`src/rtl/eros_pkg.sv`:
```
// Shared definitions for the EROS safe-CSR window: offsets, unlock keys,
// lock FSM encoding and a byte-enable helper.
package eros_pkg;

  localparam logic [31:0] SAFE_CPU_REGISTER_START_ADDRESS = 32'h2000_0000;

  localparam logic [7:0] SAFE_CSR_OFF_ID       = 8'h00;
  localparam logic [7:0] SAFE_CSR_OFF_LOCK     = 8'h04;
  localparam logic [7:0] SAFE_CSR_OFF_KEY      = 8'h08;
  localparam logic [7:0] SAFE_CSR_OFF_CYCLE    = 8'h0C;
  localparam logic [7:0] SAFE_CSR_OFF_CFG_BASE = 8'h10;

  localparam logic [31:0] SAFE_CSR_KEY1 = 32'h5AFE_0001;
  localparam logic [31:0] SAFE_CSR_KEY2 = 32'h5AFE_0002;

  typedef enum logic [1:0] {
    UNLOCKED = 2'd0,
    LOCKED   = 2'd1,
    KEY1_OK  = 2'd2
  } safe_lock_state_e;

  function automatic logic [31:0] be_to_mask(input logic [3:0] be);
    return {{8{be[3]}}, {8{be[2]}}, {8{be[1]}}, {8{be[0]}}};
  endfunction

endpackage

```
`src/rtl/eros_resp_pipe.sv`:
```
// Fixed-latency in-order response pipeline carrying {valid, err, rdata}.
// Data only advances with a valid beat, so the tail holds the last response.
module eros_resp_pipe #(
  parameter int LATENCY = 1
) (
  input  logic        i_clk,
  input  logic        i_rst_n,
  input  logic        i_valid,
  input  logic        i_err,
  input  logic [31:0] i_rdata,
  output logic        o_valid,
  output logic        o_err,
  output logic [31:0] o_rdata
);

  logic [LATENCY-1:0]       r_valid;
  logic [LATENCY-1:0]       r_err;
  logic [LATENCY-1:0][31:0] r_rdata;

  // Shift responses one stage per cycle; a reset drops everything in flight.
  always_ff @(posedge i_clk or negedge i_rst_n) begin
    if (!i_rst_n) begin
      r_valid <= '0;
      r_err   <= '0;
      r_rdata <= '0;
    end else begin
      r_valid[0] <= i_valid;
      if (i_valid) begin
        r_err[0]   <= i_err;
        r_rdata[0] <= i_rdata;
      end
      for (int k = 1; k < LATENCY; k++) begin
        r_valid[k] <= r_valid[k-1];
        if (r_valid[k-1]) begin
          r_err[k]   <= r_err[k-1];
          r_rdata[k] <= r_rdata[k-1];
        end
      end
    end
  end

  assign o_valid = r_valid[LATENCY-1];
  assign o_err   = r_err[LATENCY-1];
  assign o_rdata = r_rdata[LATENCY-1];

endmodule

```
`src/rtl/eros_safe_csr_slave.sv`:
```
// OBI responder for the safe-CSR window: ID, key-protected lock, cycle counter
// and N_CFG configuration registers, answered in order after LATENCY cycles.
module eros_safe_csr_slave
  import eros_pkg::*;
#(
  parameter int          N_CFG        = 8,
  parameter int          LATENCY      = 1,
  parameter logic [31:0] ID_VALUE     = 32'h5AFE_0100,
  parameter logic        RESET_LOCKED = 1'b0
) (
  input  logic                 clk_i,
  input  logic                 rst_ni,
  input  logic                 req_i,
  output logic                 gnt_o,
  input  logic [31:0]          addr_i,
  input  logic                 we_i,
  input  logic [3:0]           be_i,
  input  logic [31:0]          wdata_i,
  output logic                 rvalid_o,
  output logic [31:0]          rdata_o,
  output logic                 err_o,
  output logic [32*N_CFG-1:0]  cfg_o,
  output logic                 locked_o
);

  localparam safe_lock_state_e RESET_STATE = RESET_LOCKED ? LOCKED : UNLOCKED;

  safe_lock_state_e          r_state;
  logic                      r_locked;
  logic [31:0]               r_cycle;
  logic [N_CFG-1:0][31:0]    r_cfg;

  logic [7:0]  w_off;
  logic [5:0]  w_cfg_word;
  logic [2:0]  w_cfg_idx;
  logic        w_in_win;
  logic        w_cfg_hit;
  logic        w_err;
  logic        w_lock_set;
  logic        w_key_wr;
  logic        w_cfg_we;
  logic [31:0] w_rdata;
  logic [31:0] w_cfg_rdata;
  logic [31:0] w_be_mask;

  assign w_off      = addr_i[7:0];
  assign w_in_win   = (addr_i[31:8] == SAFE_CPU_REGISTER_START_ADDRESS[31:8]) && (addr_i[1:0] == 2'b00);
  assign w_cfg_word = w_off[7:2] - SAFE_CSR_OFF_CFG_BASE[7:2];
  assign w_cfg_idx  = w_cfg_word[2:0];
  assign w_cfg_hit  = (w_off[7:2] >= SAFE_CSR_OFF_CFG_BASE[7:2]) && ({26'd0, w_cfg_word} < 32'(N_CFG));
  assign w_be_mask  = be_to_mask(be_i);

  // CFG read mux over the implemented registers only.
  always_comb begin
    w_cfg_rdata = 32'h0;
    for (int i = 0; i < N_CFG; i++) begin
      w_cfg_rdata = w_cfg_rdata | ((w_cfg_idx == 3'(i)) ? r_cfg[i] : 32'h0);
    end
  end

  // Address decode: read data, error and side-effect strobes for this request.
  always_comb begin
    w_err      = 1'b0;
    w_rdata    = 32'h0;
    w_lock_set = 1'b0;
    w_key_wr   = 1'b0;
    w_cfg_we   = 1'b0;
    if (!w_in_win) begin
      w_err = 1'b1;
    end else begin
      case (w_off)
        SAFE_CSR_OFF_ID: begin
          if (we_i) w_err = 1'b1;
          else      w_rdata = ID_VALUE;
        end
        SAFE_CSR_OFF_LOCK: begin
          if (!we_i)                w_rdata = {31'd0, (r_state != UNLOCKED)};
          else if (be_i != 4'hF)    w_err = 1'b1;
          else                      w_lock_set = wdata_i[0];
        end
        SAFE_CSR_OFF_KEY: begin
          if (we_i && (be_i != 4'hF)) w_err = 1'b1;
          else                        w_key_wr = we_i;
        end
        SAFE_CSR_OFF_CYCLE: begin
          if (we_i) w_err = 1'b1;
          else      w_rdata = r_cycle;
        end
        default: begin
          if (!w_cfg_hit)                 w_err = 1'b1;
          else if (!we_i)                 w_rdata = w_cfg_rdata;
          else if (r_state != UNLOCKED)   w_err = 1'b1;
          else                            w_cfg_we = 1'b1;
        end
      endcase
    end
  end

  // Lock sequencer: a key pair must arrive on consecutive accepted requests.
  always_ff @(posedge clk_i or negedge rst_ni) begin
    if (!rst_ni) begin
      r_state  <= RESET_STATE;
      r_locked <= RESET_LOCKED;
    end else if (req_i) begin
      case (r_state)
        UNLOCKED: begin
          if (w_lock_set) begin
            r_state  <= LOCKED;
            r_locked <= 1'b1;
          end
        end
        LOCKED: begin
          if (w_key_wr && (wdata_i == SAFE_CSR_KEY1)) r_state <= KEY1_OK;
        end
        KEY1_OK: begin
          if (w_key_wr && (wdata_i == SAFE_CSR_KEY2)) begin
            r_state  <= UNLOCKED;
            r_locked <= 1'b0;
          end else begin
            r_state  <= LOCKED;
          end
        end
        default: begin
          r_state  <= LOCKED;
          r_locked <= 1'b1;
        end
      endcase
    end
  end

  // Free-running cycle counter.
  always_ff @(posedge clk_i or negedge rst_ni) begin
    if (!rst_ni) r_cycle <= 32'h0;
    else         r_cycle <= r_cycle + 32'd1;
  end

  // CFG byte-lane writes.
  always_ff @(posedge clk_i or negedge rst_ni) begin
    if (!rst_ni) begin
      r_cfg <= '0;
    end else if (req_i && w_cfg_we) begin
      for (int i = 0; i < N_CFG; i++) begin
        if (w_cfg_idx == 3'(i)) r_cfg[i] <= (r_cfg[i] & ~w_be_mask) | (wdata_i & w_be_mask);
      end
    end
  end

  eros_resp_pipe #(.LATENCY(LATENCY)) u_resp_pipe (
    .i_clk   (clk_i),
    .i_rst_n (rst_ni),
    .i_valid (req_i),
    .i_err   (w_err),
    .i_rdata (w_rdata),
    .o_valid (rvalid_o),
    .o_err   (err_o),
    .o_rdata (rdata_o)
  );

  assign gnt_o    = 1'b1;
  assign cfg_o    = r_cfg;
  assign locked_o = r_locked;

endmodule
```
`config.mk`:
```
export PLATFORM = sky130hd
export DESIGN_NAME = eros_safe_csr_slave
export DESIGN_NICKNAME = d
export VERILOG_FILES = /design/src/rtl/eros_pkg.sv /design/src/rtl/eros_resp_pipe.sv /design/src/rtl/eros_safe_csr_slave.sv
export SDC_FILE = /design/constraint.sdc
export NUM_CORES = 1
export LEC_CHECK = 0
export CORE_MARGIN = 4
export CORE_UTILIZATION = 50
export CTS_CLUSTER_SIZE = 25
export DETAILED_ROUTE_END_ITERATION = 10
export GPL_ROUTABILITY_DRIVEN = 0
export HOLD_SLACK_MARGIN = 0.15
export PLACE_DENSITY_LB_ADDON = 0.1
export SYNTH_ARGS = -nofsm -noshare
export SYNTH_HDL_FRONTEND = slang
export SYNTH_SLANG_ARGS = --single-unit
export TNS_END_PERCENT = 5
```
`constraint.sdc`:
```
create_clock -name clk_i -period 2.4 [get_ports clk_i]
set_clock_uncertainty 0.15 [all_clocks]
set_input_delay 0.72 -clock clk_i [delete_from_list [all_inputs] [get_ports clk_i]]
set_output_delay 0.72 -clock clk_i [all_outputs]
set_load 0.02 [all_outputs]
```
==> qor.yml, run 1 <==
route:
  postRouteWirelength_mm: 55.58
  vias: 12703
  wl_met2_mm: 26.59
  drc: 0
  dr.max_layer_used: "met5"
  first_iter_violations: 1162
  wl_met1_mm: 23.11
  firstDrtPassIters: 5
  wl_met3_mm: 4.456
  wl_per_cell_um: 26.49
  ant_nets: 0
  vias_per_cell: 6.055
global_routing:
  grt_pass1_vias: 13161
  grtUsageTotal_pct: 32.55
  grt_pass1_wl_mm: 83.32
  grt_antenna_before_repair: 3
  grt_max_degree: 78
  grt.overflow.total: 0
critical_path:
  path_max_fanout: 8
  cp.arrival_ns: 2.65
  critPathLaunch: "req_i"
  r2r_cells: 6
  path_class: "in -> reg"
  crit_path_start_kind: "input pin"
  r2r_slack_ns: 0.18
  crit_path_end_kind: "register"
  cp.required_ns: 2.65
  worstReg2RegStart: "r_state[1]$_DFFE_PN0P_"
cells_and_area:
  drive_gt1_share_pct: 38.29
  layoutNonFillerInstCount: 2098
  final_common_cell: "dfrtp_1"
  multiInputGateArea_sq_um: 7224
  seq_area_sq_um: 8133
  n_fill_cell: 2124
  fin_nets: 1752
  syn2layout_area_growth_pct: 46.51
  final_cell_mix: "325 x dfrtp_1, 258 x mux2_2, 182 x buf_4"
  final_cell_area_sq_um: 22590
pwr:
  powerDensity_nw_per_um2: 547.4
  ir_drop_v: 0.0004277
  leakage_uw: 0.01317
clock_tree:
  cts_sinks: 325
  clk-insertion-delay-late_ns: 0.52
  clk_pin_slew_ns: 0.06
  clk_path_buf_depth: 3
  numCtsBuffers: 37
  htree_levels: 2
  cts_tree: "done"
  cts-root-buf: "clkbuf_16"
floorplan:
  std_cell_rows: 64
  die_h_um: 183.6
  dieArea_sq_um: 33720
  die_w_um: 183.6
  coreArea_sq_um: 30510
  initial_core_util_pct: 50.55
  ioPinCount: 364
outcome:
  status: "finished with violations"
  violations: "negative setup slack"
place:
  dp.cells: 2022
  numPortBuffers: 362
  hpwl_mm: 40.75
  placed_cell_area_sq_um: 20960
job:
  maxCapViolCount: 0
sta:
  rsz0062_at_grt: "true"
  worst_slack_ns: -0.002478
  max_freq_mhz: 416.2
  finalSetupTns_ns: -0.002478
  slew_headroom_pct: 59.92
  setup_viol: 1
  final.min_clock_period_ns: 2.402
  slew_violations: 0
  period_share_pct: 100.1
  hold_viol_final: 0
  worstMarginPinSlew_ns: 0.5949
yosys:
  yosysWarnings: 0
  synthesis.nets: 1213
  yosys.cell_types.count: 62
  async_flop_share_pct: 100.0
  synth_flop_cell: "dfrtp_1"
  synth_seq_cells: 325
  synthCells: 1138
  synth_edf_count: 0
  yosysSeqAreaShare_pct: 52.74
  syn_area_sq_um: 15420
  postSynthAreaPerCell_sq_um: 13.55
min_path:
  min_path_type: "reg -> reg"
  hold_depth: 1
[layout make-up]
class,count,share of cell area [%]
flip-flops and latches,325,36.00
multi-input cells,734,31.98
repair buffers,568,23.92
clock buffers,51,4.729
well taps,396,2.193
clock inverters,11,0.9359
inverters,11,0.2271
diodes,2,0.02215
[Yosys cell counts (8+ instances only)]
library cell	instances	share of area [%]
nand4_1	11	0.45
inv_1	10	0.24
nor2_1	40	0.97
mux2i_1	22	1.4
mux2_2	287	21
a22oi_1	17	0.83
nand2_1	44	1.1
buf_2	17	0.55
nand4_4	25	3.4
xor2_1	8	0.45
nand3_1	16	0.52
a32oi_1	21	1.2
and3_1	8	0.32
mux4_2	19	2.8
o21ai_0	39	1.3
nor4_1	10	0.41
xnor2_1	22	1.2
clkbuf_1	35	0.85
a21oi_1	20	0.65
a221oi_1	31	1.8
dfrtp_1	325	53
[metrics by stage]
step / total power, uW / setup slack, ns / utilization (%) / hold WS, ns
floorplan: 5874 / -0.4643 / - / 0.2744
global placement: 6450 / -1.039 / 68.71 / 0.3134
finish: 12370 / -0.002478 / 74.05 / 0.3252
detailed placement: 6457 / -1.017 / 68.71 / 0.3171
global route: 12720 / -0.03292 / 74.04 / 0.3536
CTS: 12420 / -0.02691 / 73.04 / 0.3243
[cell families (layout without fill, tap and decap cells)]
group                      Yosys count  in the layout  share of synthesized area [%]
muxes                              328            328                          25.16
DFF                                325            325                          52.74
and+or+nand+nor                    198            198                          9.590
AOI/OAI and AO/OA                  174            174                          8.114
buffers and inverters               79            641                          2.426
xor gates and xnor gates            30             30                          1.704
adders and majority gates            3              3                         0.2434
other                                1              3                        0.02432
[routing by layer]
layer,vias up,GRT usage (%)
met1,6537,45.27
met4,2,8.880
met5,-,0
met3,104,7.598
li1,5439,-
met2,621,51.92
[report_power, final]
| part | switching, uW | internal (uW) | total [uW] |
|---|---|---|---|
| combinational | 550 | 360 | 911 |
| clock | 2230 | 3740 | 5970 |
| sequential | 0.206 | 5480 | 5480 |
| total | 2780 | 9580 | 12400 |
[what timing repair did]
item / in CTS / in global routing
hold buffers: 1 / 0
hold endpoints to repair: 18 / 0
pin swaps: 18 / 19
endpoints found under the setup margin: 462 / 382
gates cloned: 4 / 0
gates resized for setup: 249 / 153
setup buffers: 7 / 2
[critical path, cell delays in order]
cell             delay (ns)
clkdlybuf4s50_1        0.51
and4bb_2               0.31
nand2_2                0.13
nor2_2                 0.15
buf_4                  0.16
nand4_4                0.27
mux2_4                 0.39
[how the worst min path moves through the flow]
stage | startpoint | to | slack (ns)
after floorplan | rst_ni | async pin | 0.27
after global placement | r_cycle[31]$_DFF_PN0_ | r_cycle[31]$_DFF_PN0_ | 0.31
after detailed placement | r_cycle[31]$_DFF_PN0_ | r_cycle[31]$_DFF_PN0_ | 0.32
after CTS | r_cycle[31]$_DFF_PN0_ | r_cycle[31]$_DFF_PN0_ | 0.32
after global routing | r_cycle[20]$_DFF_PN0_ | r_cycle[20]$_DFF_PN0_ | 0.35
final | r_cycle[31]$_DFF_PN0_ | r_cycle[31]$_DFF_PN0_ | 0.33
(Power assumes the default switching activity.)
==> run 2, diff against run 1 <==
--- a/config.mk
+++ b/config.mk
@@ -11,7 +11,7 @@
 export DETAILED_ROUTE_END_ITERATION = 10
 export GPL_ROUTABILITY_DRIVEN = 0
 export HOLD_SLACK_MARGIN = 0.15
-export PLACE_DENSITY_LB_ADDON = 0.1
+export PLACE_DENSITY = 0.8
 export SYNTH_ARGS = -nofsm -noshare
 export SYNTH_HDL_FRONTEND = slang
 export SYNTH_SLANG_ARGS = --single-unit
==> run 2 against run 1 <==
Effect of this change:
- the flow still finishes with violations (negative setup slack)
- total power fell by 5.3%
- hold slack better by 0.0079 ns
- combinational power is 4.7% higher
- sequential share of layout area about the same
- clock-buffer cell count stayed put
- core utilization is 0.10 points lower
- critical path type unchanged
- largest cell class unchanged
- highest routed layer unchanged
==> qor.yml, run 2 (synthesized netlist as in run 1, its figures left out) <==
outcome:
  status: "finished with violations"
  violations: "negative setup slack"
critical_path:
  crit_path_end_kind: "register"
  crit_family: "simple AND/OR/NAND/NOR gates"
  slowest_stage: "clkdlybuf4s50_1"
  crit_cells: 7  # unchanged
  path_max_fanout: 8  # unchanged
  critPathLaunch: "we_i"
  worst-path-buf-inv: 2  # unchanged
  path_class: "in -> reg"
  worstReg2RegStart: "r_state[1]$_DFFE_PN0P_"
  r2r_cells: 6  # unchanged
  path_cells: "clkdlybuf4s50_1, and4bb_2, nand2_2, nor2_2, buf_4, nand4_4, mux2_4"
  crit_path_start_kind: "input pin"
  cpPeakStageDelay_ns: 0.54  # +0.03 ns
  r2r_slack_ns: 0.14  # -0.04 ns
  cp.arrival_ns: 2.69  # +0.04 ns
  cp.required_ns: 2.64  # about the same
pwr:
  powerDensity_nw_per_um2: 519.3  # -5.1%
  p_int_uw: 8956  # -6.5%
  ir_drop_v: 0.0004580  # +7.1%
  power_frac_comb_pct: 8.1  # +0.7 points
  p_sw_share_pct: 23.56  # +1.0 points
  p_switching_uw: 2760  # -0.87%
  clockPowerShare_pct: 45.1  # -3.2 points
  leakage_uw: 0.01262  # -4.2%
  seq_power_share_pct: 46.8  # +2.5 points
job:
  maxCapViolCount: 0  # unchanged
route:
  postRouteWirelength_mm: 57.03  # +2.6%
  firstDrtPassIters: 5  # unchanged
  wl_per_cell_um: 27.22  # +2.7%
  drc: 0  # unchanged
  vias: 12923  # +1.7%
  ant_nets: 0  # unchanged
  first_iter_violations: 1093  # -5.9%
  vias_per_cell: 6.168  # +1.9%
cells_and_area:
  fin_nets: 1749  # -0.17%
  drive_gt1_share_pct: 38.60  # +0.30 points
  final_common_cell: "dfrtp_1"
  final_cell_area_sq_um: 22560  # -0.14%
  utilization_pct: 73.95  # -0.10 points
  final_cell_mix: "325 x dfrtp_1, 267 x mux2_2, 184 x dlygate4sd2_1"
  syn2layout_area_growth_pct: 46.30
min_path:
  min_path_type: "reg -> reg"
  min_from: "u_resp_pipe.o_rdata[27]$_DFFE_PN0P_"
  hold_depth: 2  # +1
  min_to: "u_resp_pipe.o_rdata[27]$_DFFE_PN0P_"
sta:
  worst_slack_ns: -0.05474  # -0.05226 ns
  hold_ws_ns: 0.3331  # +0.007911 ns
  slew_headroom_pct: 60.78  # +0.87 points
  slew_violations: 0  # unchanged
  rsz0062_at_grt: "true"
  hold_viol_final: 0  # unchanged
  max_freq_mhz: 407.4  # -2.1%
  setup_viol: 150  # +149
  period_share_pct: 102.3  # +2.2 points
  worstMarginPinSlew_ns: 0.5882  # -0.006690 ns
  final.min_clock_period_ns: 2.455  # +0.05226 ns
clock_tree:
  cts-root-buf: "clkbuf_16"
  clk_pin_slew_ns: 0.06  # about the same
  cts_tree: "done"
  clk_path_buf_depth: 3  # unchanged
  htree_levels: 2  # unchanged
  numCtsBuffers: 35  # -5.4%
  cts_sinks: 325  # unchanged
  clk-insertion-delay-late_ns: 0.51  # about the same
floorplan:
  std_cell_rows: 64  # unchanged
  initial_core_util_pct: 50.55  # unchanged
  die_h_um: 183.6  # unchanged
  die_w_um: 183.6  # unchanged
  coreArea_sq_um: 30510  # unchanged
  dieArea_sq_um: 33720  # unchanged
  ioPinCount: 364  # unchanged
global_routing:
  grt_antenna_before_repair: 6  # +3
  grt_pass1_wl_mm: 84.89  # +1.9%
  grt_max_degree: 58  # -26%
  grtUsageTotal_pct: 33.20  # +0.66 points
  grt.overflow.total: 0  # unchanged
  grt_pass1_vias: 13464  # +2.3%
place:
  numPortBuffers: 362  # unchanged
  dpl_worst_slack_ns: -0.9931  # +0.02418 ns
  placed_cell_area_sq_um: 21020  # +0.27%
  hpwl_mm: 41.50  # +1.9%
run 2: timing repair:
item / in CTS / in global routing
endpoints found under the setup margin: 468 / 355
gates cloned: 5 / 0
hold buffers: 1 / 0
resized for setup: 289 / 122
hold endpoints to repair: 47 / 0
buffers inserted: 9 / 1
pin swaps: 24 / 26
run 2: cell type report:
cell class,count,area (sq um)
repair buffers,567,5499
multi-input cells,734,7254
clock inverters,9,55.05
fillers,2055,7948
inverters,11,51.30
clock buffers,51,1069
well taps,396,495.5
diodes,2,5.005
flip-flops and latches,325,8133
run 2: worst register-to-register path, stage by stage, from the launching register on:
cell and delay, ns:
dfrtp_1 0.47, and4bb_2 0.41, nand2_2 0.13, nor2_2 0.16
buf_4 0.17, nand4_4 0.26, mux2_4 0.39
run 2: through the flow:
step | std cells | total power (uW) | setup TNS (ns)
floorplan | 1138 | 5874 | -109.49
global placement | 2018 | 6459 | -266.43
detailed placement | 2018 | 6472 | -260.52
CTS | 2093 | 11730 | -0.1237
global route | 2095 | 12040 | -9.455
finish | 2095 | 11720 | -2.509
run 2: worst max-delay path by stage:
| stage | end | slack, ns |
|---|---|---|
| 2_1_floorplan | register | -0.46 |
| 3_3_place_gp | register | -0.98 |
| 3_5_place_dp | register | -0.99 |
| 4_1_cts | cfg_o[15] | -0.05 |
| 5_1_grt | register | -0.09 |
| 6_report | register | -0.05 |
run 2: metal layers:
| layer | track usage (%) | up-vias | wire (um) | part of all wire [%] |
|---|---|---|---|---|
| met1 | 44.66 | 6589 | 22320 | 39 |
| li1 | - | 5415 | - | - |
| met4 | 11.80 | 8 | 2171 | 3.8 |
| met3 | 7.262 | 153 | 5079 | 8.9 |
| met5 | 0 | - | 65 | 0.11 |
| met2 | 53.70 | 758 | 27390 | 48 |
run 2: power groups by stage:
stage	Clock (uW)	Sequential, uW	Combinational (uW)
2_1_floorplan	0	5580	290
3_3_place_gp	0	5580	878
3_5_place_dp	0	5580	891
4_1_cts	5310	5480	932
5_1_grt	5560	5480	1000
6_report	5280	5480	954
